## config.mk

```make
export PLATFORM = sky130hd
export DESIGN_NAME = bus_initiator
export DESIGN_NICKNAME = d
export VERILOG_FILES = /design/src/rtl/bus_pkg.sv /design/src/rtl/bus_watchdog.sv /design/src/rtl/bus_initiator.sv
export SDC_FILE = /design/constraint.sdc
export NUM_CORES = 1
export LEC_CHECK = 0
export CORE_ASPECT_RATIO = 1.2
export CORE_MARGIN = 4
export CORE_UTILIZATION = 40
export CTS_CLUSTER_DIAMETER = 40
export DETAILED_ROUTE_END_ITERATION = 6
export GPL_ROUTABILITY_DRIVEN = 1
export PLACE_DENSITY = 0.8
export SLEW_MARGIN = 20
export SYNTH_ARGS = -nofsm -noshare
export SYNTH_HDL_FRONTEND = slang
export SYNTH_SLANG_ARGS = --single-unit
```

## constraint.sdc

```tcl
create_clock -name clk -period 2.1 [get_ports clk]
set_clock_uncertainty 0.15 [all_clocks]
set_input_delay 0.315 -clock clk [delete_from_list [all_inputs] [get_ports clk]]
set_output_delay 0.315 -clock clk [all_outputs]
set_load 0.01 [all_outputs]
```

## src/rtl/bus_pkg.sv

```systemverilog
// Shared definitions for the daisy-chained register bus.
package bus_pkg;

  localparam int unsigned ADDR_W = 16;
  localparam int unsigned DATA_W = 16;

  typedef enum logic [1:0] {
    IDLE,
    ISSUE,
    WAIT,
    RESP
  } state_t;

  // One beat on the chain. This type is shared with the cores further down the chain.
  typedef struct packed {
    logic [ADDR_W-1:0] addr;
    logic [DATA_W-1:0] wdata;
    logic [DATA_W-1:0] rdata;
    logic              rw;
    logic              valid;
  } bus_xact_t;

endpackage

```

## src/rtl/bus_watchdog.sv

```systemverilog
// Cycle counter that flags a lost transaction once TIMEOUT cycles have elapsed.
module bus_watchdog #(
  parameter int unsigned TIMEOUT = 255
) (
  input  logic clk,
  input  logic rst_n,
  input  logic clear,
  input  logic enable,
  output logic expired
);

  localparam int unsigned    CW   = $clog2(TIMEOUT + 1);
  localparam logic [CW-1:0] LAST = CW'(TIMEOUT - 1);

  logic [CW-1:0] r_count;

  // Count cycles while enabled. The counter saturates and never wraps.
  always_ff @(posedge clk or negedge rst_n) begin
    if (!rst_n) begin
      r_count <= '0;
    end else if (clear) begin
      r_count <= '0;
    end else if (enable && (r_count != '1)) begin
      r_count <= r_count + CW'(1);
    end
  end

  // Flag expiry in the last allowed cycle so that the owner can leave on the next edge.
  always_comb begin
    expired = enable && (r_count == LAST);
  end

endmodule

```

## src/rtl/bus_initiator.sv

```systemverilog
// Head-end master: launches one host request into the chain and returns the tail echo.
module bus_initiator
  import bus_pkg::*;
#(
  parameter int unsigned TIMEOUT = 255
) (
  input  logic              clk,
  input  logic              rst_n,
  input  logic [ADDR_W-1:0] req_addr_i,
  input  logic [DATA_W-1:0] req_wdata_i,
  input  logic              req_rw_i,
  input  logic              req_valid_i,
  output logic              req_ready_o,
  output logic [DATA_W-1:0] resp_rdata_o,
  output logic              resp_rw_o,
  output logic              resp_timeout_o,
  output logic              resp_valid_o,
  input  logic              resp_ready_i,
  output logic [ADDR_W-1:0] bus_addr_o,
  output logic [DATA_W-1:0] bus_wdata_o,
  output logic [DATA_W-1:0] bus_rdata_o,
  output logic              bus_rw_o,
  output logic              bus_valid_o,
  input  logic [ADDR_W-1:0] bus_addr_i,
  input  logic [DATA_W-1:0] bus_wdata_i,
  input  logic [DATA_W-1:0] bus_rdata_i,
  input  logic              bus_rw_i,
  input  logic              bus_valid_i,
  output logic              mismatch_o
);

  state_t            r_state;
  state_t            w_next;
  logic [ADDR_W-1:0] r_addr;
  logic [DATA_W-1:0] r_wdata;
  logic              r_rw;
  logic [DATA_W-1:0] r_resp_rdata;
  logic              r_resp_rw;
  logic              r_resp_timeout;
  logic              r_mismatch;
  logic              w_match;
  logic              w_outstanding;
  logic              w_expired;
  bus_xact_t         w_head;
  logic              w_unused_wdata;

  // The host has no use for the write data that the tail echoes back.
  assign w_unused_wdata = ^bus_wdata_i;

  assign w_outstanding = (r_state == ISSUE) || (r_state == WAIT);
  assign w_match       = bus_valid_i && (bus_addr_i == r_addr) && (bus_rw_i == r_rw);

  bus_watchdog #(
    .TIMEOUT(TIMEOUT)
  ) u_watchdog (
    .clk    (clk),
    .rst_n  (rst_n),
    .clear  (r_state != WAIT),
    .enable (r_state == WAIT),
    .expired(w_expired)
  );

  // State register.
  always_ff @(posedge clk or negedge rst_n) begin
    if (!rst_n) begin
      r_state <= IDLE;
    end else begin
      r_state <= w_next;
    end
  end

  // Next-state logic. A match during ISSUE covers a combinational loopback and skips WAIT.
  always_comb begin
    w_next = r_state;
    unique case (r_state)
      IDLE:    if (req_valid_i)              w_next = ISSUE;
      ISSUE:   w_next = w_match ? RESP : WAIT;
      WAIT:    if (w_match || w_expired)     w_next = RESP;
      RESP:    if (resp_ready_i)             w_next = IDLE;
      default: w_next = IDLE;
    endcase
  end

  // Request latch, response capture and mismatch pulse.
  always_ff @(posedge clk or negedge rst_n) begin
    if (!rst_n) begin
      r_addr         <= '0;
      r_wdata        <= '0;
      r_rw           <= 1'b0;
      r_resp_rdata   <= '0;
      r_resp_rw      <= 1'b0;
      r_resp_timeout <= 1'b0;
      r_mismatch     <= 1'b0;
    end else begin
      r_mismatch <= bus_valid_i && !(w_outstanding && w_match);
      if ((r_state == IDLE) && req_valid_i) begin
        r_addr  <= req_addr_i;
        r_wdata <= req_wdata_i;
        r_rw    <= req_rw_i;
      end
      if (w_outstanding && w_match) begin
        r_resp_rdata   <= bus_rdata_i;
        r_resp_rw      <= r_rw;
        r_resp_timeout <= 1'b0;
      end else if ((r_state == WAIT) && w_expired) begin
        r_resp_rdata   <= '0;
        r_resp_rw      <= r_rw;
        r_resp_timeout <= 1'b1;
      end
    end
  end

  // Outputs decoded from state. Outside ISSUE the head bus holds the last launched request.
  always_comb begin
    req_ready_o    = (r_state == IDLE);
    resp_valid_o   = (r_state == RESP);
    resp_rdata_o   = r_resp_rdata;
    resp_rw_o      = r_resp_rw;
    resp_timeout_o = r_resp_timeout;
    mismatch_o     = r_mismatch;
    w_head         = '{addr: r_addr, wdata: r_wdata, rdata: '0, rw: r_rw,
                       valid: (r_state == ISSUE)};
    bus_addr_o     = w_head.addr;
    bus_wdata_o    = w_head.wdata;
    bus_rdata_o    = w_head.rdata;
    bus_rw_o       = w_head.rw;
    bus_valid_o    = w_head.valid;
  end

endmodule
```

==> results.json <==
{
  "status": "completed",
  "synth_warnings": 0,
  "yosysTopAreaCellShare_pct": 51.8,
  "p_sw_mw": 1.60,
  "vdd.ir_drop.worst_mv": 0.630,
  "synth_edf_count": 0,
  "postPlaceCellArea_um2": 4340,
  "required_ns": 1.63,
  "wl_per_cell_um": 14.1,
  "clock.fmax_ghz": 0.495,
  "cts-htree-levels": 3,
  "initial_core_util_pct": 41.2,
  "max_slew_margin_pct": 56.2,
  "pwr-share-clk_pct": 18.5,
  "worstReg2RegEnd": "u_watchdog.r_count[7]",
  "fin_crit_sh_pct": 96.3,
  "syn_area_um2": 3000,
  "rsz0062_at_grt": "no",
  "place_hpwl_mm": 5.42,
  "clk_pin_slew_ns": 0.07,
  "holdPathEnd": "resp_timeout_o",
  "hold_viol": 0,
  "grt_max_degree": 34,
  "yosysSeqAreaShare_pct": 51.8,
  "netSwitchingFraction_pct": 32.4,
  "cts_num_sinks": 62,
  "remaining_drc_errors": 0,
  "clockBufferDepth": 2,
  "setup_violations": 0,
  "cts_made_buffers": 9,
  "tightest_slew_ns": 0.657,
  "arrival_ns": 1.56,
  "drv_slew": 0,
  "p_int_mw": 3.34,
  "routed_wl_mm": 6.89,
  "die_h_um": 103,
  "share_comb_of_total_power_pct": 44.3,
  "grt_usage_pct": 15.9,
  "total_power_mw": 4.93,
  "setup_tns_ns": 0,
  "critical_path_class": "flip-flop to primary output",
  "globalplace.congestion": 0.737,
  "nets": 487,
  "antenna_cells": 0,
  "fin_crit_ns": 2.02,
  "seq_power_share_pct": 37.2,
  "critPathMaxFanout": 3,
  "worstSetupStartpointType": "flip-flop",
  "port_buffers": 125,
  "syn_to_final_growth_pct": 51.5,
  "r2r_start": "u_watchdog.r_count[0]",
  "ant_nets": 0,
  "antenna_found_initial": 0,
  "synthArstFlopShare_pct": 100,
  "r2r_slack_ns": 0.14,
  "grt_pass1_vias": 2415,
  "cts_tree": "yes",
  "synthTopCellsByArea": "dfrtp_1 52%, mux2_2 13%, mux2i_1 5.3%",
  "synthFlopType": "dfrtp_1",
  "powerDensity_nw_per_um2": 1090,
  "synth_cell_type_count": 38,
  "overflow": 0,
  "rr_worst_depth": 6,
  "core_um2": 7270,
  "hold_depth": 1,
  "cts_root_buf": "clkbuf_8",
  "die_width_um": 87.0,
  "rows": 34,
  "drive_gt1_share_pct": 17.5,
  "design_area_um2": 4540,
  "syn_area_per_cell_um2": 11.8,
  "viasPerCell": 4.79,
  "num_vias": 2344,
  "cap_viol_max_count": 0,
  "end_kind": "primary output",
  "hold_start": "resp_timeout_o",
  "synth-seq-cells": 62,
  "io_pins": 158,
  "fin_util_pct": 62.4,
  "clk-insertion-delay-late_ns": 0.33,
  "grt_pass1_wl_mm": 11.1,
  "cellLeakagePower_nw": 2.14,
  "drt-pass1-iter-count": 4,
  "die-area_um2": 8950,
  "yosysTopAreaCell": "dfrtp_1",
  "synth_cells": 255,
  "hp-class": "flip-flop to flip-flop",
  "dr.first_iter.drc_count": 69
}
[cell families (layout without fill, tap and decap cells)]
group	Yosys count	after routing	synth area share (%)
compound gates	21	21	4.68
xor+xnor	19	19	5.55
fa+ha+maj	6	6	2.51
buf+inv	45	174	8.18
flops	62	62	51.8
mux	51	51	18.5
other cells	1	16	0.125
simple gates	50	50	8.69
[layer usage]
metal  part of all wire [%]  up-vias  routed length (um)  global-route usage [%]
li1                       -     1107                   -                       -
met1                     36     1135                2500                    16.9
met2                     52       92                3600                    28.3
met3                     10       10                 695                    6.08
met4                    1.3        0                  93                    6.12
met5                      0        -                   0                       0
[cells in the mapped netlist, types with 2 or more instances]
| library cell | number |
|---|---|
| dfrtp_1 | 62 |
| mux2_2 | 35 |
| inv_1 | 21 |
| nand2_1 | 21 |
| buf_4 | 16 |
| mux2i_1 | 16 |
| xnor2_1 | 14 |
| ha_1 | 6 |
| a31oi_1 | 5 |
| clkbuf_1 | 5 |
| nand4_1 | 5 |
| nor2_1 | 5 |
| xor2_1 | 5 |
| a21oi_1 | 4 |
| nand3_1 | 4 |
| a211oi_1 | 3 |
| o21ai_0 | 3 |
| buf_6 | 2 |
| nor3_1 | 2 |
| o21a_1 | 2 |
| or3_1 | 2 |
[area by class of cell]
type                       count  area [um2]
fill                         598        2740
sequential                    62        1550
timing repair buffer         137        1360
multi-input combinational    163        1260
clock buffer                   9         124
tap                           90         113
inverter                      21        78.8
clock inverter                 7        47.5
[power by group through the flow]
stage | clock network (mW) | logic (mW) | registers (mW)
final | 0.911 | 2.18 | 1.84
after global routing | 1.00 | 2.36 | 1.88
after CTS | 0.938 | 2.22 | 1.84
after detailed placement | 0 | 2.17 | 1.87
after global placement | 0 | 2.11 | 1.84
after floorplan | 0 | 0.941 | 1.99
[sequential cells by signal, summed over array words and instances (netlist names)]
name                count
bus_wdata_o            16
r_state                 2
bus_rw_o                1
mismatch_o              1
resp_rw_o               1
bus_addr_o             16
resp_rdata_o           16
resp_timeout_o          1
u_watchdog.r_count      8
[how the worst max path moves through the flow]
stage                                      from                    end  slack [ns]  cells after the start
final                                r_state[1]            bus_valid_o        0.08                      3
after floorplan                      r_state[0]          bus_addr_o[0]        0.18                      5
after global placement            bus_addr_i[4]        resp_rdata_o[9]       -0.13                      7
after detailed placement          bus_addr_i[4]       resp_rdata_o[10]       -0.14                      7
after global routing      u_watchdog.r_count[0]  u_watchdog.r_count[7]       0.006                      6
after CTS                            r_state[1]            bus_valid_o        0.08                      3
[metrics by stage]
stage,setup WS (ns),hold slack [ns],cells
6_report,0.0780,0.345,489
4_1_cts,0.0795,0.349,489
2_1_floorplan,0.179,-0.131,270
5_1_grt,0.00581,0.356,489
3_5_place_dp,-0.144,0.241,470
3_3_place_gp,-0.128,0.223,470
[timing repair]
item,CTS,global route
resized for setup,3,1
hold buffers,1,0
cloned,0,0
endpoints found under the hold margin,26,0
pin swaps,0,0
setup endpoints to repair,2,1
buffers inserted,2,0
[cells in the final DEF (no fill, tap or decap), types with 3 or more instances in the layout]
cell type,n
clkdlybuf4s50_1,123
dfrtp_1,62
a21oi_1,3
clkinv_2,3
a31oi_1,5
clkbuf_8,9
mux2i_1,16
inv_1,20
nand2_1,21
mux2_2,35
conb_1,16
nand3_1,4
ha_1,5
xnor2_1,14
a211oi_1,3
nand4_1,5
buf_4,9
xor2_1,5
nor2_1,5
o21ai_0,3
[critical path: stages, from the launching register on]
cell and delay [ns]:
dfrtp_1 0.38, inv_1 0.11, ha_1 0.19, clkdlybuf4s50_1 0.54
Power figures use the tool's default switching activity.
